$ cat src/rtl/eth_pkg.sv
// Shared definitions for the Ethernet header dispatch path: EtherType
// constants, VLAN tag identifiers, dispatch one-hot encodings, FSM states.
package eth_pkg;

  localparam logic [15:0] ETH_IPV4 = 16'h0800;
  localparam logic [15:0] ETH_IPV6 = 16'h86dd;
  localparam logic [15:0] TPID_Q   = 16'h8100;
  localparam logic [15:0] TPID_AD  = 16'h88a8;

  // one-hot {other, ipv6, ipv4}
  localparam logic [2:0] SEL_IPV4  = 3'b001;
  localparam logic [2:0] SEL_IPV6  = 3'b010;
  localparam logic [2:0] SEL_OTHER = 3'b100;

  typedef enum logic [2:0] {
    IDLE  = 3'd0,
    MAC   = 3'd1,
    TYPE  = 3'd2,
    TCI   = 3'd3,
    CLASS = 3'd4,
    DISP  = 3'd5,
    DRAIN = 3'd6
  } state_e;

endpackage

$ cat src/rtl/eth_type_decode.sv
// EtherType to one-hot class decode. Purely combinational so the caller
// decides when to register it (also used by the IPv6 extension walker).
module eth_type_decode
  import eth_pkg::*;
(
  input  logic [15:0] eth_type,
  output logic [2:0]  sel
);

  // anything not IPv4/IPv6 falls into the "other" bucket
  always_comb begin
    sel = SEL_OTHER;
    if (eth_type == ETH_IPV4) begin
      sel = SEL_IPV4;
    end else if (eth_type == ETH_IPV6) begin
      sel = SEL_IPV6;
    end
  end

endmodule

$ cat src/rtl/eth_hdr_dispatch.sv
// Ingress header sequencer: skips DA/SA, up to MAX_VLAN tags, captures the
// EtherType and hands one classified record per frame downstream.
//
// state | meaning
// IDLE  | waiting for a sop word (word 0 of DA)
// MAC   | consuming DA/SA words 1..5
// TYPE  | next word is a candidate EtherType or a tag TPID
// TCI   | discarding the TCI word of a skipped tag
// CLASS | input stalled, decoding the latched EtherType
// DISP  | record presented until out_ready
// DRAIN | discarding payload up to eop
module eth_hdr_dispatch #(
  parameter int          MAX_VLAN = 2,
  parameter logic [15:0] TPID_Q   = 16'h8100,
  parameter logic [15:0] TPID_AD  = 16'h88a8
) (
  input  logic        clk,
  input  logic        rst,
  input  logic [15:0] in_data,
  input  logic        in_valid,
  input  logic        in_sop,
  input  logic        in_eop,
  output logic        in_ready,
  output logic        out_valid,
  input  logic        out_ready,
  output logic [15:0] out_eth_type,
  output logic [1:0]  out_vlan_cnt,
  output logic [2:0]  out_sel,
  output logic        err_trunc
);

  import eth_pkg::*;

  localparam logic [2:0] MAX_VLAN_W = 3'(MAX_VLAN);
  localparam logic [2:0] LAST_MAC   = 3'd5;

  state_e      state_q, state_d;
  logic [2:0]  word_cnt_q, word_cnt_d;
  logic [1:0]  vlan_cnt_q, vlan_cnt_d;
  logic [15:0] eth_type_q, eth_type_d;
  logic [2:0]  sel_q, sel_d;
  logic        eop_type_q, eop_type_d;
  logic        err_q, err_d;

  logic [2:0]  dec_sel;
  logic        accept;
  logic        tag_room;
  logic        is_tag;

  eth_type_decode u_type_decode (
    .eth_type (eth_type_q),
    .sel      (dec_sel)
  );

  assign accept   = in_valid & in_ready;
  assign tag_room = ({1'b0, vlan_cnt_q} < MAX_VLAN_W);
  // a TPID beyond the tag budget is reported as the EtherType itself
  assign is_tag   = ((in_data == TPID_Q) || (in_data == TPID_AD)) && tag_room;

  // state and datapath registers
  always_ff @(posedge clk or negedge rst) begin
    if (!rst) begin
      state_q    <= IDLE;
      word_cnt_q <= 3'd0;
      vlan_cnt_q <= 2'd0;
      eth_type_q <= 16'h0000;
      sel_q      <= 3'b000;
      eop_type_q <= 1'b0;
      err_q      <= 1'b0;
    end else begin
      state_q    <= state_d;
      word_cnt_q <= word_cnt_d;
      vlan_cnt_q <= vlan_cnt_d;
      eth_type_q <= eth_type_d;
      sel_q      <= sel_d;
      eop_type_q <= eop_type_d;
      err_q      <= err_d;
    end
  end

  // next-state and datapath update; sop always wins and restarts the frame
  always_comb begin
    state_d    = state_q;
    word_cnt_d = word_cnt_q;
    vlan_cnt_d = vlan_cnt_q;
    eth_type_d = eth_type_q;
    sel_d      = sel_q;
    eop_type_d = eop_type_q;
    err_d      = 1'b0;

    case (state_q)
      IDLE: begin
        if (accept && in_sop) begin
          word_cnt_d = 3'd1;
          vlan_cnt_d = 2'd0;
          state_d    = MAC;
        end
      end

      MAC: begin
        if (accept) begin
          if (in_sop) begin
            err_d      = 1'b1;
            word_cnt_d = 3'd1;
            vlan_cnt_d = 2'd0;
            state_d    = MAC;
          end else if (in_eop) begin
            err_d   = 1'b1;
            state_d = IDLE;
          end else begin
            word_cnt_d = (word_cnt_q == 3'd7) ? word_cnt_q : word_cnt_q + 3'd1;
            if (word_cnt_q == LAST_MAC) begin
              state_d = TYPE;
            end
          end
        end
      end

      TYPE: begin
        if (accept) begin
          if (in_sop) begin
            err_d      = 1'b1;
            word_cnt_d = 3'd1;
            vlan_cnt_d = 2'd0;
            state_d    = MAC;
          end else if (is_tag) begin
            // a frame ending on a tag TPID never reached its EtherType
            if (in_eop) begin
              err_d   = 1'b1;
              state_d = IDLE;
            end else begin
              vlan_cnt_d = vlan_cnt_q + 2'd1;
              state_d    = TCI;
            end
          end else begin
            eth_type_d = in_data;
            eop_type_d = in_eop;
            state_d    = CLASS;
          end
        end
      end

      TCI: begin
        if (accept) begin
          if (in_sop) begin
            err_d      = 1'b1;
            word_cnt_d = 3'd1;
            vlan_cnt_d = 2'd0;
            state_d    = MAC;
          end else if (in_eop) begin
            err_d   = 1'b1;
            state_d = IDLE;
          end else begin
            state_d = TYPE;
          end
        end
      end

      CLASS: begin
        sel_d   = dec_sel;
        state_d = DISP;
      end

      DISP: begin
        if (out_ready) begin
          state_d = eop_type_q ? IDLE : DRAIN;
        end
      end

      DRAIN: begin
        if (accept) begin
          if (in_sop) begin
            word_cnt_d = 3'd1;
            vlan_cnt_d = 2'd0;
            state_d    = MAC;
          end else if (in_eop) begin
            state_d = IDLE;
          end
        end
      end

      default: begin
        state_d = IDLE;
      end
    endcase
  end

  // handshake outputs decoded from the registered state only
  always_comb begin
    in_ready  = 1'b1;
    out_valid = 1'b0;
    case (state_q)
      CLASS: begin
        in_ready = 1'b0;
      end
      DISP: begin
        in_ready  = 1'b0;
        out_valid = 1'b1;
      end
      default: begin
        in_ready  = 1'b1;
        out_valid = 1'b0;
      end
    endcase
  end

  assign out_eth_type = eth_type_q;
  assign out_vlan_cnt = vlan_cnt_q;
  assign out_sel      = sel_q;
  assign err_trunc    = err_q;

endmodule

$ cat config.mk
export PLATFORM = sky130hd
export DESIGN_NAME = eth_hdr_dispatch
export DESIGN_NICKNAME = d
export VERILOG_FILES = /design/src/rtl/eth_pkg.sv /design/src/rtl/eth_type_decode.sv /design/src/rtl/eth_hdr_dispatch.sv
export SDC_FILE = /design/constraint.sdc
export NUM_CORES = 1
export LEC_CHECK = 0
export BUFFER_PORTS_ARGS = -buffer_cell sky130_fd_sc_hd__buf_2
export CAP_MARGIN = 20
export CORE_ASPECT_RATIO = 0.7
export CORE_MARGIN = 2
export CORE_UTILIZATION = 46
export CTS_CLUSTER_SIZE = 20
export DETAILED_ROUTE_END_ITERATION = 6
export MAX_ROUTING_LAYER = met4
export PLACE_DENSITY = 0.75
export SYNTH_ARGS = -nofsm -noshare
export SYNTH_HDL_FRONTEND = slang
export SYNTH_SLANG_ARGS = --single-unit
$ cat constraint.sdc
create_clock -name clk -period 2.1 [get_ports clk]
set_input_delay 0.315 -clock clk [delete_from_list [all_inputs] [get_ports clk]]
set_output_delay 0.315 -clock clk [all_outputs]
set_load 0.01 [all_outputs]
Yosys cells after proc, flatten, opt, wreduce, memory -nomap -nowiden
Index checks and enable logic that the tools add are counted.
{"block": "totals", "regBits": 29, "input_bits": 22, "output_inout_bits": 24}
{"block": "classes", "add_sub_neg": 2, "order_cmp": 1, "eq_ne": 28, "mux": 44, "n_bitwise": 3, "n_reduce_logical": 14}
{"cell": "3-bit 2-to-1 mux", "count": 22}
{"cell": "16-bit == test (second input constant)", "count": 3}
{"cell": "3-bit one-hot mux with 7 select lines", "count": 1}
{"cell": "2-bit 2-to-1 mux", "count": 10}
{"cell": "16-bit by 12-bit == test with 1-bit output (second input constant)", "count": 1}
{"cell": "3-bit == test (second input constant)", "count": 5}
{"cell": "3-bit inequality test (second input constant)", "count": 5}
{"cell": "7-bit AND reduction", "count": 2}
{"cell": "2-bit inequality test (second input constant)", "count": 6}
{"cell": "3-bit one-hot mux with 3 select lines", "count": 1}
{"cell": "1-bit 2-to-1 mux", "count": 8}
{"cell": "2-bit by 1-bit inequality test with 1-bit output (second input constant)", "count": 4}
{"cell": "8-bit AND reduction", "count": 1}
{"cell": "3-bit by 2-bit == test with 1-bit output (second input constant)", "count": 2}
{"cell": "2-bit one-hot mux with 3 select lines", "count": 1}
{"cell": "3-bit nonzero test", "count": 2}
{"cell": "3-bit OR reduction", "count": 2}
{"cell": "4-bit inequality test (second input constant)", "count": 1}
{"cell": "4-bit AND reduction", "count": 1}
{"cell": "2-bit OR reduction", "count": 2}
{"cell": "3-bit by 1-bit adder with 3-bit output (second input constant)", "count": 1}
{"cell": "3-bit by 1-bit == test with 1-bit output (second input constant)", "count": 1}
{"cell": "3-bit logical NOT", "count": 1}
{"cell": "2-bit by 1-bit adder with 2-bit output (second input constant)", "count": 1}
{"cell": "6 further kinds", "count": 8}

Longest topological paths before layout
Gate-level depths: netlist of the first run.
{"block": "depth", "depth_word": 7, "ltp_mapped": 7}

Modules after synthesis
Synthesis of the first run repeated with hierarchy kept, for this count alone.
{"block": "unflattened", "cells_unflattened": 134, "area_unflattened_um2": 1554.0}
{"module": "eth_hdr_dispatch", "instances": 1, "cells_each": 122, "area_each_um2": 1477.7}
{"module": "eth_type_decode", "instances": 1, "cells_each": 12, "area_each_um2": 76.3}

Worst setup path before layout of the first run
OpenSTA, ideal clock, no wires.
{"block": "synth_path", "path_kind": "reg2reg", "from": "reg state_q[2]", "to": "reg eop_type_q", "setup_ns": 0.125, "arrival_ns": 1.840, "required_ns": 1.975, "setup_slack_ns": 0.135, "path_stages_with_launch": 7, "path_buffers": 2, "period_less_slack_ns": 1.965, "path_cell_list": "dfrtp_1 > clkbuf_1 > nor4b_2 > nand2_1 > a41oi_4 > buf_6 > mux2_4"}
{"block": "synth_between", "elab_chain_cells": 5, "elab_cells_between_ends": 7, "classes_between": "eq/ne: 3; mux: 1; bitwise: 1; reduce/logical: 2"}
{"element": "from (decl)", "line_no": "eth_hdr_dispatch.sv:37", "text": "state_e state_q, state_d;"}
{"element": "from (signal assigned)", "line_no": "eth_hdr_dispatch.sv:71", "text": "state_q <= state_d;"}
{"element": "3-bit == test", "line_no": "eth_hdr_dispatch.sv:192", "text": "case (state_q)"}
{"element": "2-bit OR reduction (no source line)"}
{"element": "1-bit 2-to-1 mux", "line_no": "eth_hdr_dispatch.sv:192"}
{"element": "1-bit bitwise AND", "line_no": "eth_hdr_dispatch.sv:55", "text": "assign accept = in_valid & in_ready;"}
{"element": "4-bit AND reduction (no source line) *"}
{"element": "to (signal assigned)", "line_no": "eth_hdr_dispatch.sv:76", "text": "eop_type_q <= eop_type_d;"}
{"element": "to (decl)", "line_no": "eth_hdr_dispatch.sv:42", "text": "logic eop_type_q, eop_type_d;"}
Every way passes the cells marked *; elsewhere a longest branch is shown, timed or not.
A chain may end at the register's enable or synchronous reset.

Worst setup path after layout of the first run
{"block": "layout_path", "from": "reg state_q[0]", "to": "reg state_q[1]"}
{"block": "layout_between", "elab_chain_cells": 7, "elab_cells_between_ends": 21, "classes_between": "eq/ne: 14; mux: 2; bitwise: 1; reduce/logical: 4"}
{"element": "3-bit == test", "line_no": "eth_hdr_dispatch.sv:91, eth_hdr_dispatch.sv:192"}
{"element": "2-bit OR reduction (no source line)"}
{"element": "1-bit 2-to-1 mux", "line_no": "eth_hdr_dispatch.sv:192"}
{"element": "1-bit bitwise AND", "line_no": "eth_hdr_dispatch.sv:55"}
{"element": "1-bit logical AND", "line_no": "eth_hdr_dispatch.sv:93", "text": "if (accept && in_sop) begin"}
{"element": "2-bit inequality test (no source line)"}
{"element": "8-bit AND reduction (no source line)"}
Several ways; a longest one is shown, not always the timed one.

==> results of run 1 <==
==> through the flow <==
step	utilization (%)	hold WS, ns	total power [mW]
global route	62.40	0.1145	2.597
floorplan	-	0.01941	1.593
CTS	62.40	0.08116	2.455
global placement	59.75	0.3675	1.949
finish	62.40	0.06694	2.430
detailed placement	59.75	0.3817	1.995
==> cells in the final DEF (no fill, tap or decap), drive strengths merged, types with 3 or more instances in the layout <==
cell | netlist | routed
dfrtp | 29 | 29
nor3 | 6 | 6
or4b | 3 | 3
buf | 4 | 54
nand2b | 5 | 5
nand2 | 12 | 12
nor2 | 11 | 11
or4 | 3 | 3
inv | 5 | 5
nor4 | 5 | 5
mux2 | 19 | 19
a21oi | 6 | 6
clkbuf | 4 | 7
ha | 3 | 3
o21ai | 5 | 5
==> final timing paths <==
check                              endpoint        start
hold / removal                word_cnt_q[0]          rst
max in group asynchronous        out_sel[2]          rst
setup reg to reg                 state_q[1]   state_q[0]
setup / recovery                 state_q[1]   state_q[0]
min in group clk           out_eth_type[15]  in_data[15]
hold reg to reg                  out_sel[1]   out_sel[1]
==> power by group through the flow <==
stage	combinational (mW)	sequential [mW]	clock [mW]
6_report	0.952	1.03	0.448
5_1_grt	1.05	1.06	0.487
4_1_cts	0.964	1.03	0.465
3_5_place_dp	0.960	1.03	0
3_3_place_gp	0.933	1.02	0
2_1_floorplan	0.558	1.03	0
==> state kept, by name, summed over array words and instances, names as in the netlist <==
register      flops
err_trunc         1
out_vlan_cnt      2
out_sel           3
state_q           3
out_eth_type     16
eop_type_q        1
word_cnt_q        3
==> worst reg2reg max path: cells and delay by family, from the launching register on <==
kind,cells,cell delay (ns)
AND/OR/NAND/NOR,4,1.03
multiplexers,1,0.35
flip-flops,1,0.49
==> final cells by class <==
cell class	count	area [sq um]	area share (%)
clock buffers	7	86.33	4.251
inverters	6	22.52	1.109
multi-input cells	102	832.0	40.97
flip-flops and latches	29	725.7	35.74
well taps	47	58.81	2.896
repair buffers	54	305.3	15.03
==> layer usage <==
layer	track usage [%]	wire, um	vias to the layer above
met5	-	0	-
met4	11.31	48	0
met3	4.869	244	4
met2	30.85	1825	50
met1	26.71	1645	650
li1	-	-	636
==> cells by family (layout without fill, tap and decap cells) <==
kind of cell,count (synthesis),count (layout)
simple gates,55,55
flops,29,29
fa+ha+maj,3,3
buf+inv,14,67
mux,20,20
compound gates,24,24
==> impl_results.md, run 1 <==
* Cell Area, Synth at 1620 sq um
* Vias at 1,340
* Library cells used by synthesis at 44
* Flop2flop setup slack at 0.1 ns
* Starting DRT DRC Count at 70
* Worst slew pin tran at 0.6465 ns
* Max cap viols at 0
* Area of placed instances at 1944 sq um
* Initial Util at 49.79%
* H-Tree Level Count at 2
* Remaining antenna violation count at 0
* WL final at 3765 um
* Seq pwr share at 42.4%
* Crit path kind: flip-flop to flip-flop
* Routed wire per std cell at 15.37 um
* Syn nets at 170
* Clk sinks at 29
* Delay of the slowest critical-path stage at 0.57 ns
* Ys Warns at 0
* Post-synth top area cell: dfrtp_1
* CP bufs+invs at 0
* Post-synthesis mux area share at 16.68%
* Critical Path RT at 2.25 ns
* VDD IR max at 0.7639 mV
* Die span in x at 74.94 um
* Synth Area in XOR/XNOR at 0%
* Final worst slack at 0.09914 ns
* Setup violators final at 0
* Crit path DAT at 2.15 ns
* Clk root buf: clkbuf_8
* Vias in the first global route at 1,265
* Layout cells sized above 1 at 42.42%
* Vias per cell at 5.469
* Area share of fa/ha/maj cells after synthesis at 2.317%
* Drc violations at 0
* Primary FF master, synth: dfrtp_1
* Most frequent cells after synthesis: dfrtp_1, nand2_1, nor2_1
* Outcome: finished clean
* I/O pins at 46
* Largest cells by area after synthesis: dfrtp_1, mux2_4, mux2_2
* Rel. slew slack at 56.90%
* Upper clock frequency limit at 499.8 MHz
* #FFs+latches synth at 29
* Sequential cell area fraction in the yosys report at 44.79%
* Post-CTS setup repair buffer count at 0
* Setup TNS at 0 ns
* Dpl hpwl at 2906 um
* Worst path top cell family by delay: simple AND/OR/NAND/NOR gates
* Die ar. at 4021 sq um
* Fillcell total at 268
* Net switching power at 0.8804 mW
* All-Layer GR Usage at 20.88%
* CTS Buffer Depth at 2
* Area grow syn2layout at 25.33%
* Comb pwr share at 39.2%
* Top cell type's share of synthesized area at 44.79%
* Clock transition at path regs at 0.06 ns
* Inst Count DP at 238
* Port Buf Inserts at 45
* CP max FO at 8
* Crit path top cell by count: nor2_1
* Post-Syn Instances at 145
* CORE AREA at 3254 sq um
* Setup crit end kind: flip-flop
* R2r worst-path depth at 5
* Slowest CP cell: or4_1
* First-pass GRT wire length at 5796 um
* Post-place setup slack at 0.04395 ns
* Clock share of power at 18.4%
* Nets at 223
* Fin crit share at 95.28%
* Skew-Pair Late Insertion Delay at 0.27 ns
* Synth Area in Simple Gates at 21.47%
* CTS Hold Bufs at 0
* Fin crit period at 2.001 ns
* RD Place Congestion at 0.8874
* CTS Buf Count at 5
* Top-count cell post-synth: dfrtp_1
* Largest family of logic cells by synthesized area: simple AND/OR/NAND/NOR gates
* RSZ-0062 raised after global routing: no
* P_int at 1.550 mW
* Total grt overflow at 0
* Clock Skews at 0.002899 ns
* Initial antenna violation count at 0
* Die Y at 53.66 um
* Critical path cell sequence: nand2b_1 -> nor2_1 -> or4_1 -> nor2_1 -> mux2_1
* Post-Layout Cell Count at 245
* DR pass1 iterations at 4
* Diodes inserted at 0
* Final hold viol count at 0
* Ys async rst share at 100.0%
* Hold Path Class: primary input to async pin
* Cell area power density at 1197 nW/um^2
* Leakage at 0.9779 nW
* WP depth at 5
* CP startpoint kind: flip-flop
* Compound-Gate Fraction of Synth Area at 10.89%
* # rows at 17
* Number of flops mapped to enable cells by yosys at 0
* TritonCTS clock tree: yes
* Design area at 2031 sq um
* Sw frac at 36.22%
* Largest net degree at the start of global routing at 30
* Max-slew violation count at 0
* Syn avg cell area at 11.17 sq um
* Cts repair resizes at 0
Note: power is estimated with default switching activity, not from simulation.
==> inputs of run 2 (changes only) <==
--- a/config.mk
+++ b/config.mk
@@ -8,7 +8,6 @@
 export BUFFER_PORTS_ARGS = -buffer_cell sky130_fd_sc_hd__buf_2
 export CAP_MARGIN = 20
 export CORE_ASPECT_RATIO = 0.7
-export CORE_MARGIN = 2
 export CORE_UTILIZATION = 46
 export CTS_CLUSTER_SIZE = 20
 export DETAILED_ROUTE_END_ITERATION = 6
==> run 2 against run 1 <==
Final cell count fell by 0.82%. Cell area fell by 1.4%. Worst hold slack got worse by 0.0029 ns. Flip-flop and latch count did not move. Global-route usage rose by 2.0 points. Non-clock buffer count fell by 3. Combinational power rose by 1%. Clock skew rose by 0.0046 ns. Sequential share of layout area rose by 0.51 points. First-iteration DRC count rose by 39%. Critical path depth did not move. Sequential power barely moved.
==> impl_results.md, run 2 (synthesis gave the netlist of run 1 again) <==
* Die ar. at 3767 sq um (-6.3%)
* Vias at 1,321 (-1.4%)
* CORE AREA at 3254 sq um (unchanged)
* Fillcell total at 259 (-3.4%)
* P_int at 1.517 mW (-2.1%)
* Final hold viol count at 0 (unchanged)
* Nets at 220 (-1.3%)
* Fin crit period at 1.975 ns (-0.02566 ns)
* Cell area power density at 1205 nW/um^2 (+0.66%)
* VDD IR max at 0.5677 mV (-26%)
* Layout cells sized above 1 at 40.82% (-1.6 points)
* Post-Layout Cell Count at 243 (-0.82%)
* Inst Count DP at 235 (-1.3%)
* CP startpoint kind: flip-flop
* Wire length on met2 at 1772 um (-2.9%)
* Sw frac at 37.09% (+0.87 points)
* Design area at 2002 sq um (-1.4%)
* Clk root buf: clkbuf_8
* Metal-1 WL at 1697 um (+3.2%)
* Max FFs per register at 16 (unchanged)
* All-Layer GR Usage at 22.87% (+2.0 points)
* Seq pwr share at 42.3% (about the same)
* Comb pwr share at 39.9% (+0.7 points)
* Total grt overflow at 0 (unchanged)
* Max-slew violation count at 0 (unchanged)
* Clock share of power at 17.7% (-0.7 points)
* Hold Path Class: primary input to async pin
* Skew-Pair Late Insertion Delay at 0.27 ns (about the same)
* Clk sinks at 29 (unchanged)
* WL met3 at 183 um (-25%)
* Largest net degree at the start of global routing at 30 (unchanged)
* RSZ-0062 raised after global routing: no
* H-Tree Level Count at 2 (unchanged)
* Dpl hpwl at 2876 um (-1.1%)
* Routed wire per std cell at 15.32 um (-0.30%)
* I/O pins at 46 (unchanged)
* Most frequent cells in the layout: buf_2, dfrtp_1, nand2_1
* Fin crit share at 94.06% (-1.2 points)
* Area of placed instances at 1922 sq um (-1.2%)
* Final core utilization at 61.51% (-0.88 points)
* RD Place Congestion at 0.7964 (-10%)
* Die span in x at 72.94 um (-2.7%)
* TritonCTS clock tree: yes
* CTS Buffer Depth at 2 (unchanged)
* Rel. slew slack at 56.66% (-0.24 points)
* WL final at 3723 um (-1.1%)
* Clock transition at path regs at 0.06 ns (about the same)
* Cts repair resizes at 0 (unchanged)
* DR top layer: met4
* Setup TNS at 0 ns (unchanged)
* Remaining antenna violation count at 0 (unchanged)
* Critical Path RT at 2.25 ns (about the same)
* First-pass GRT wire length at 6154 um (+6.2%)
* Initial antenna violation count at 0 (unchanged)
* Worst slew pin tran at 0.6502 ns (+0.003622 ns)
* Leakage at 0.9570 nW (-2.1%)
* Setup violators final at 0 (unchanged)
* CTS Hold Bufs at 0 (unchanged)
* Most common cell after layout, fill and taps aside: buf_2
* Drc violations at 0 (unchanged)
* Starting DRT DRC Count at 97 (+39%)
* Die Y at 51.66 um (-3.7%)
* Crit path kind: flip-flop to flip-flop
* CTS Buf Count at 5 (unchanged)
* # rows at 17 (unchanged)
* WHS at 0.06407 ns (-0.002864 ns)
* Net switching power at 0.8946 mW (+1.6%)
* Diodes inserted at 0 (unchanged)
* Setup crit end kind: flip-flop
* DR pass1 iterations at 4 (unchanged)
* Outcome: finished clean
* Clock Skews at 0.007495 ns (+0.004596 ns)
* Vias per cell at 5.436 (-0.61%)
* Max cap viols at 0 (unchanged)
* Area grow syn2layout at 23.55%
* Vias in the first global route at 1,310 (+3.6%)
* Port Buf Inserts at 45 (unchanged)
* Post-CTS setup repair buffer count at 0 (unchanged)
* Upper clock frequency limit at 506.3 MHz (+1.3%)
* CP max FO at 16 (+8)
* Initial Util at 49.79% (unchanged)
* Crit path DAT at 2.12 ns (-0.03 ns)
-- run 2: changes by cell type in the layout (fill, tap and decap cells not counted), sizes merged --
cell and change:
buf -3, clkbuf +1
-- run 2: through the flow --
| stage | worst slack [ns] | power (mW) |
|---|---|---|
| global placement | 0.08325 | 1.929 |
| global route | 0.04369 | 2.581 |
| finish | 0.1248 | 2.412 |
| floorplan | 0.1346 | 1.593 |
| CTS | 0.1386 | 2.422 |
| detailed placement | 0.01975 | 1.989 |
-- run 2: power by group through the flow --
stage / logic (mW) / registers, mW / clock network, mW
after floorplan: 0.558 / 1.03 / 0
after global placement: 0.926 / 1.00 / 0
after detailed placement: 0.962 / 1.03 / 0
after CTS: 0.967 / 1.02 / 0.436
after global routing: 1.06 / 1.06 / 0.465
final: 0.963 / 1.02 / 0.427
-- run 2: per-layer routing --
metal / track usage [%] / vias up
met4: 9.150 / 0
met5: - / -
met1: 29.34 / 642
li1: - / 631
met3: 6.202 / 8
met2: 34.74 / 40
-- run 2: worst paths after layout --
path / from / to / slack, ns / depth (start not counted)
min in group clk: in_data[9] / out_eth_type[9] / 0.30 / 2
max reg2reg: state_q[2] / out_eth_type[5] / 0.12 / 5
max: state_q[2] / out_eth_type[5] / 0.12 / 5
min: rst / out_sel[1] / 0.06 / 1
min reg2reg: out_sel[1] / out_sel[1] / 0.49 / 2
max in group asynchronous: rst / out_eth_type[14] / 1.61 / 1
-- run 2: cell type report --
| cell class | count | area (sq um) | area share [%] |
|---|---|---|---|
| clock buffer | 8 | 80.08 | 4.000 |
| sequential | 29 | 725.7 | 36.25 |
| timing repair buffer | 51 | 282.8 | 14.12 |
| multi-input combinational | 102 | 832.0 | 41.56 |
| inverter | 6 | 22.52 | 1.125 |
| tap | 47 | 58.81 | 2.938 |
-- run 2: critical path, stage by stage, from the launching register on --
cell and delay [ns]:
dfrtp_1 0.49, nor4b_2 0.37, nand2_1 0.15, a41oi_4 0.28, buf_12 0.21, mux2_2 0.36
==> inputs of run 3 (changes only) <==
--- a/config.mk
+++ b/config.mk
@@ -5,14 +5,14 @@
 export SDC_FILE = /design/constraint.sdc
 export NUM_CORES = 1
 export LEC_CHECK = 0
-export BUFFER_PORTS_ARGS = -buffer_cell sky130_fd_sc_hd__buf_2
 export CAP_MARGIN = 20
 export CORE_ASPECT_RATIO = 0.7
-export CORE_UTILIZATION = 46
+export CORE_UTILIZATION = 54
 export CTS_CLUSTER_SIZE = 20
 export DETAILED_ROUTE_END_ITERATION = 6
+export DONT_BUFFER_PORTS = 1
 export MAX_ROUTING_LAYER = met4
-export PLACE_DENSITY = 0.75
+export PLACE_DENSITY = 0.72
 export SYNTH_ARGS = -nofsm -noshare
 export SYNTH_HDL_FRONTEND = slang
 export SYNTH_SLANG_ARGS = --single-unit
==> constraint.sdc (replaced) <==
create_clock -name clk -period 1.8 [get_ports clk]
set_input_delay 0.27 -clock clk [delete_from_list [all_inputs] [get_ports clk]]
set_output_delay 0.27 -clock clk [all_outputs]
set_load 0.01 [all_outputs]
==> run 3 against run 2 <==
The run now ends with negative setup slack left. Core utilization is 12 points higher. Final cell count is 12% lower. Global-route usage is 4.7 points higher. Cell area is 3.0% higher. Via count is 0.45% lower. Combinational power is 21% higher. Flip-flop and latch count stayed put. Clock skew is 0.0016 ns lower. Non-clock buffer count is 19 lower. Critical path type unchanged.
==> impl_results.md, run 3 (synthesis gave the netlist of run 1 again) <==
* Net switching power at 1.086 mW (+21%)
* Setup crit end kind: flip-flop
* Hold Path Class: primary input to flip-flop
* Hold-critical path depth at 1
* Area grow syn2layout at 27.26%
* Sw frac at 36.73% (-0.36 points)
* Most frequent cells in the layout: dfrtp_1, buf_4, nand2_1
* All-Layer GR Usage at 27.54% (+4.7 points)
* Vias per cell at 6.174 (+14%)
* RSZ-0062 raised after global routing: yes
* Skew-Pair Late Insertion Delay at 0.28 ns (about the same)
* Die span in x at 67.47 um (-7.5%)
* WHS at 0.07929 ns (+0.01522 ns)
* # rows at 16 (-1)
* Layout cells sized above 1 at 40.68% (-0.14 points)
* CORE AREA at 2823 sq um (-13%)
* RD Place Congestion at 0.8196 (+2.9%)
* Comb pwr share at 39.4% (-0.5 points)
* Seq pwr share at 43.2% (+0.9 points)
* Initial antenna violation count at 0 (unchanged)
* H-Tree Level Count at 2 (unchanged)
* CTS Buf Count at 5 (unchanged)
* DR pass1 iterations at 4 (unchanged)
* TritonCTS clock tree: yes
* CP bufs+invs at 2 (+1)
* Flop2flop setup slack at -0.07 ns (-0.19 ns)
* Clk sinks at 29 (unchanged)
* I/O pins at 46 (unchanged)
* Worst path top cell family by delay: simple AND/OR/NAND/NOR gates
* Max FFs per register at 16 (unchanged)
* Die Y at 47.83 um (-7.4%)
* Nets at 201 (-8.6%)
* Largest net degree at the start of global routing at 30 (unchanged)
* Vias in the first global route at 1,269 (-3.1%)
* Cell area power density at 1435 nW/um^2 (+19%)
* Dpl hpwl at 2842 um (-1.2%)
* Diodes inserted at 0 (unchanged)
* Post-layout power at 2.958 mW (+23%)
* CP max FO at 8 (-8)
* Upper clock frequency limit at 535.8 MHz (+5.8%)
* WP depth at 6 (+1)
* Max cap viols at 0 (unchanged)
* WL final at 4042 um (+8.6%)
* Clock transition at path regs at 0.06 ns (about the same)
* Critical Path RT at 1.96 ns (-0.29 ns)
* Critical path cell sequence: nor4b_4 -> nand2_2 -> a41oi_4 -> buf_4 -> buf_16 -> mux2_4
* Final hold viol count at 0 (unchanged)
* Leakage at 0.9103 nW (-4.9%)
* First-pass GRT wire length at 5865 um (-4.7%)
* Slowest CP cell: dfrtp_2
* VDD IR max at 0.8907 mV (+57%)
* Fin crit period at 1.866 ns (-0.1088 ns)
* Crit path DAT at 2.03 ns (-0.09 ns)
* Starting DRT DRC Count at 109 (+12%)
* Clock Skews at 0.005899 ns (-0.001595 ns)
* Drc violations at 0 (unchanged)
* Total grt overflow at 0 (unchanged)
* R2r worst-path depth at 6 (+1)
* Remaining antenna violation count at 0 (unchanged)
* Die ar. at 3227 sq um (-14%)
* Worst slew pin tran at 0.3446 ns (-0.3056 ns)
* Violated checks: negative setup slack
* CP startpoint kind: flip-flop
* Delay of the slowest critical-path stage at 0.45 ns (-0.04 ns)
* Vias at 1,315 (-0.45%)
* P_int at 1.871 mW (+23%)
* Initial Util at 57.40% (+7.6 points)
* Crit path kind: flip-flop to flip-flop
* Outcome: finished with violations
* CTS Buffer Depth at 2 (unchanged)
* Final worst slack at -0.06646 ns (-0.1912 ns)
* Rel. slew slack at 76.82% (+20 points)
* Max-slew violation count at 0 (unchanged)
* Clk root buf: clkbuf_8
* Port Buf Inserts at 0 (-100%)
* Fin crit share at 103.7% (+9.6 points)
* Routed wire per std cell at 18.98 um (+24%)
* Clock share of power at 17.4% (-0.3 points)
* Setup violators final at 16 (+16)
==> run 3: layout make-up <==
| type | count | area [sq um] |
|---|---|---|
| Clock buffer | 8 | 80.08 |
| Fill cell | 188 | 760.7 |
| Inverter | 6 | 22.52 |
| Multi-Input combinational cell | 102 | 889.6 |
| Sequential cell | 29 | 729.5 |
| Tap cell | 36 | 45.04 |
| Timing Repair Buffer | 32 | 295.3 |
==> run 3: final timing paths <==
check	start	end
min in group asynchronous	rst	state_q[0]
max in group asynchronous	rst	state_q[1]
hold reg to reg	eop_type_q	state_q[2]
setup / recovery	state_q[0]	out_eth_type[14]
hold / removal	in_valid	out_vlan_cnt[1]
setup reg to reg	state_q[0]	out_eth_type[14]
==> run 3: power by group through the flow <==
| stage | sequential, mW | combinational [mW] | clock, mW |
|---|---|---|---|
| CTS | 1.27 | 1.06 | 0.526 |
| floorplan | 1.21 | 0.665 | 0 |
| global placement | 1.26 | 0.944 | 0 |
| global route | 1.32 | 1.25 | 0.561 |
| detailed placement | 1.29 | 0.991 | 0 |
| finish | 1.28 | 1.17 | 0.515 |
==> run 3: repair_timing <==
action,4_1_cts,5_1_grt
cloned,1,0
endpoints found under the setup margin,20,23
pin swaps,0,2
gates resized for setup,4,14
hold buffers,2,0
setup buffers,3,3
hold endpoints to repair,29,0
==> run 3: layer usage <==
layer  track usage, %  vias up  part of all wire (%)
li1                 -      595                     -
met1            32.79      653                    43
met2            41.58       59                    48
met3            11.90        8                   8.3
met4            10.21        0                   1.4
met5                -        -                     0
==> run 3: metrics by stage <==
step | setup WS (ns) | cell area [sq um] | instances | util, % | TNS (ns)
after CTS | -0.03616 | 1994 | 210 | 70.66 | -0.4134
after floorplan | -0.06056 | 1633 | 145 | - | -0.5451
after detailed placement | -0.06859 | 1819 | 196 | 64.45 | -0.7047
after global placement | 0.0006090 | 1819 | 196 | 64.45 | 0
final | -0.06646 | 2062 | 213 | 73.05 | -0.8879
after global routing | -0.1706 | 2062 | 213 | 73.05 | -2.668
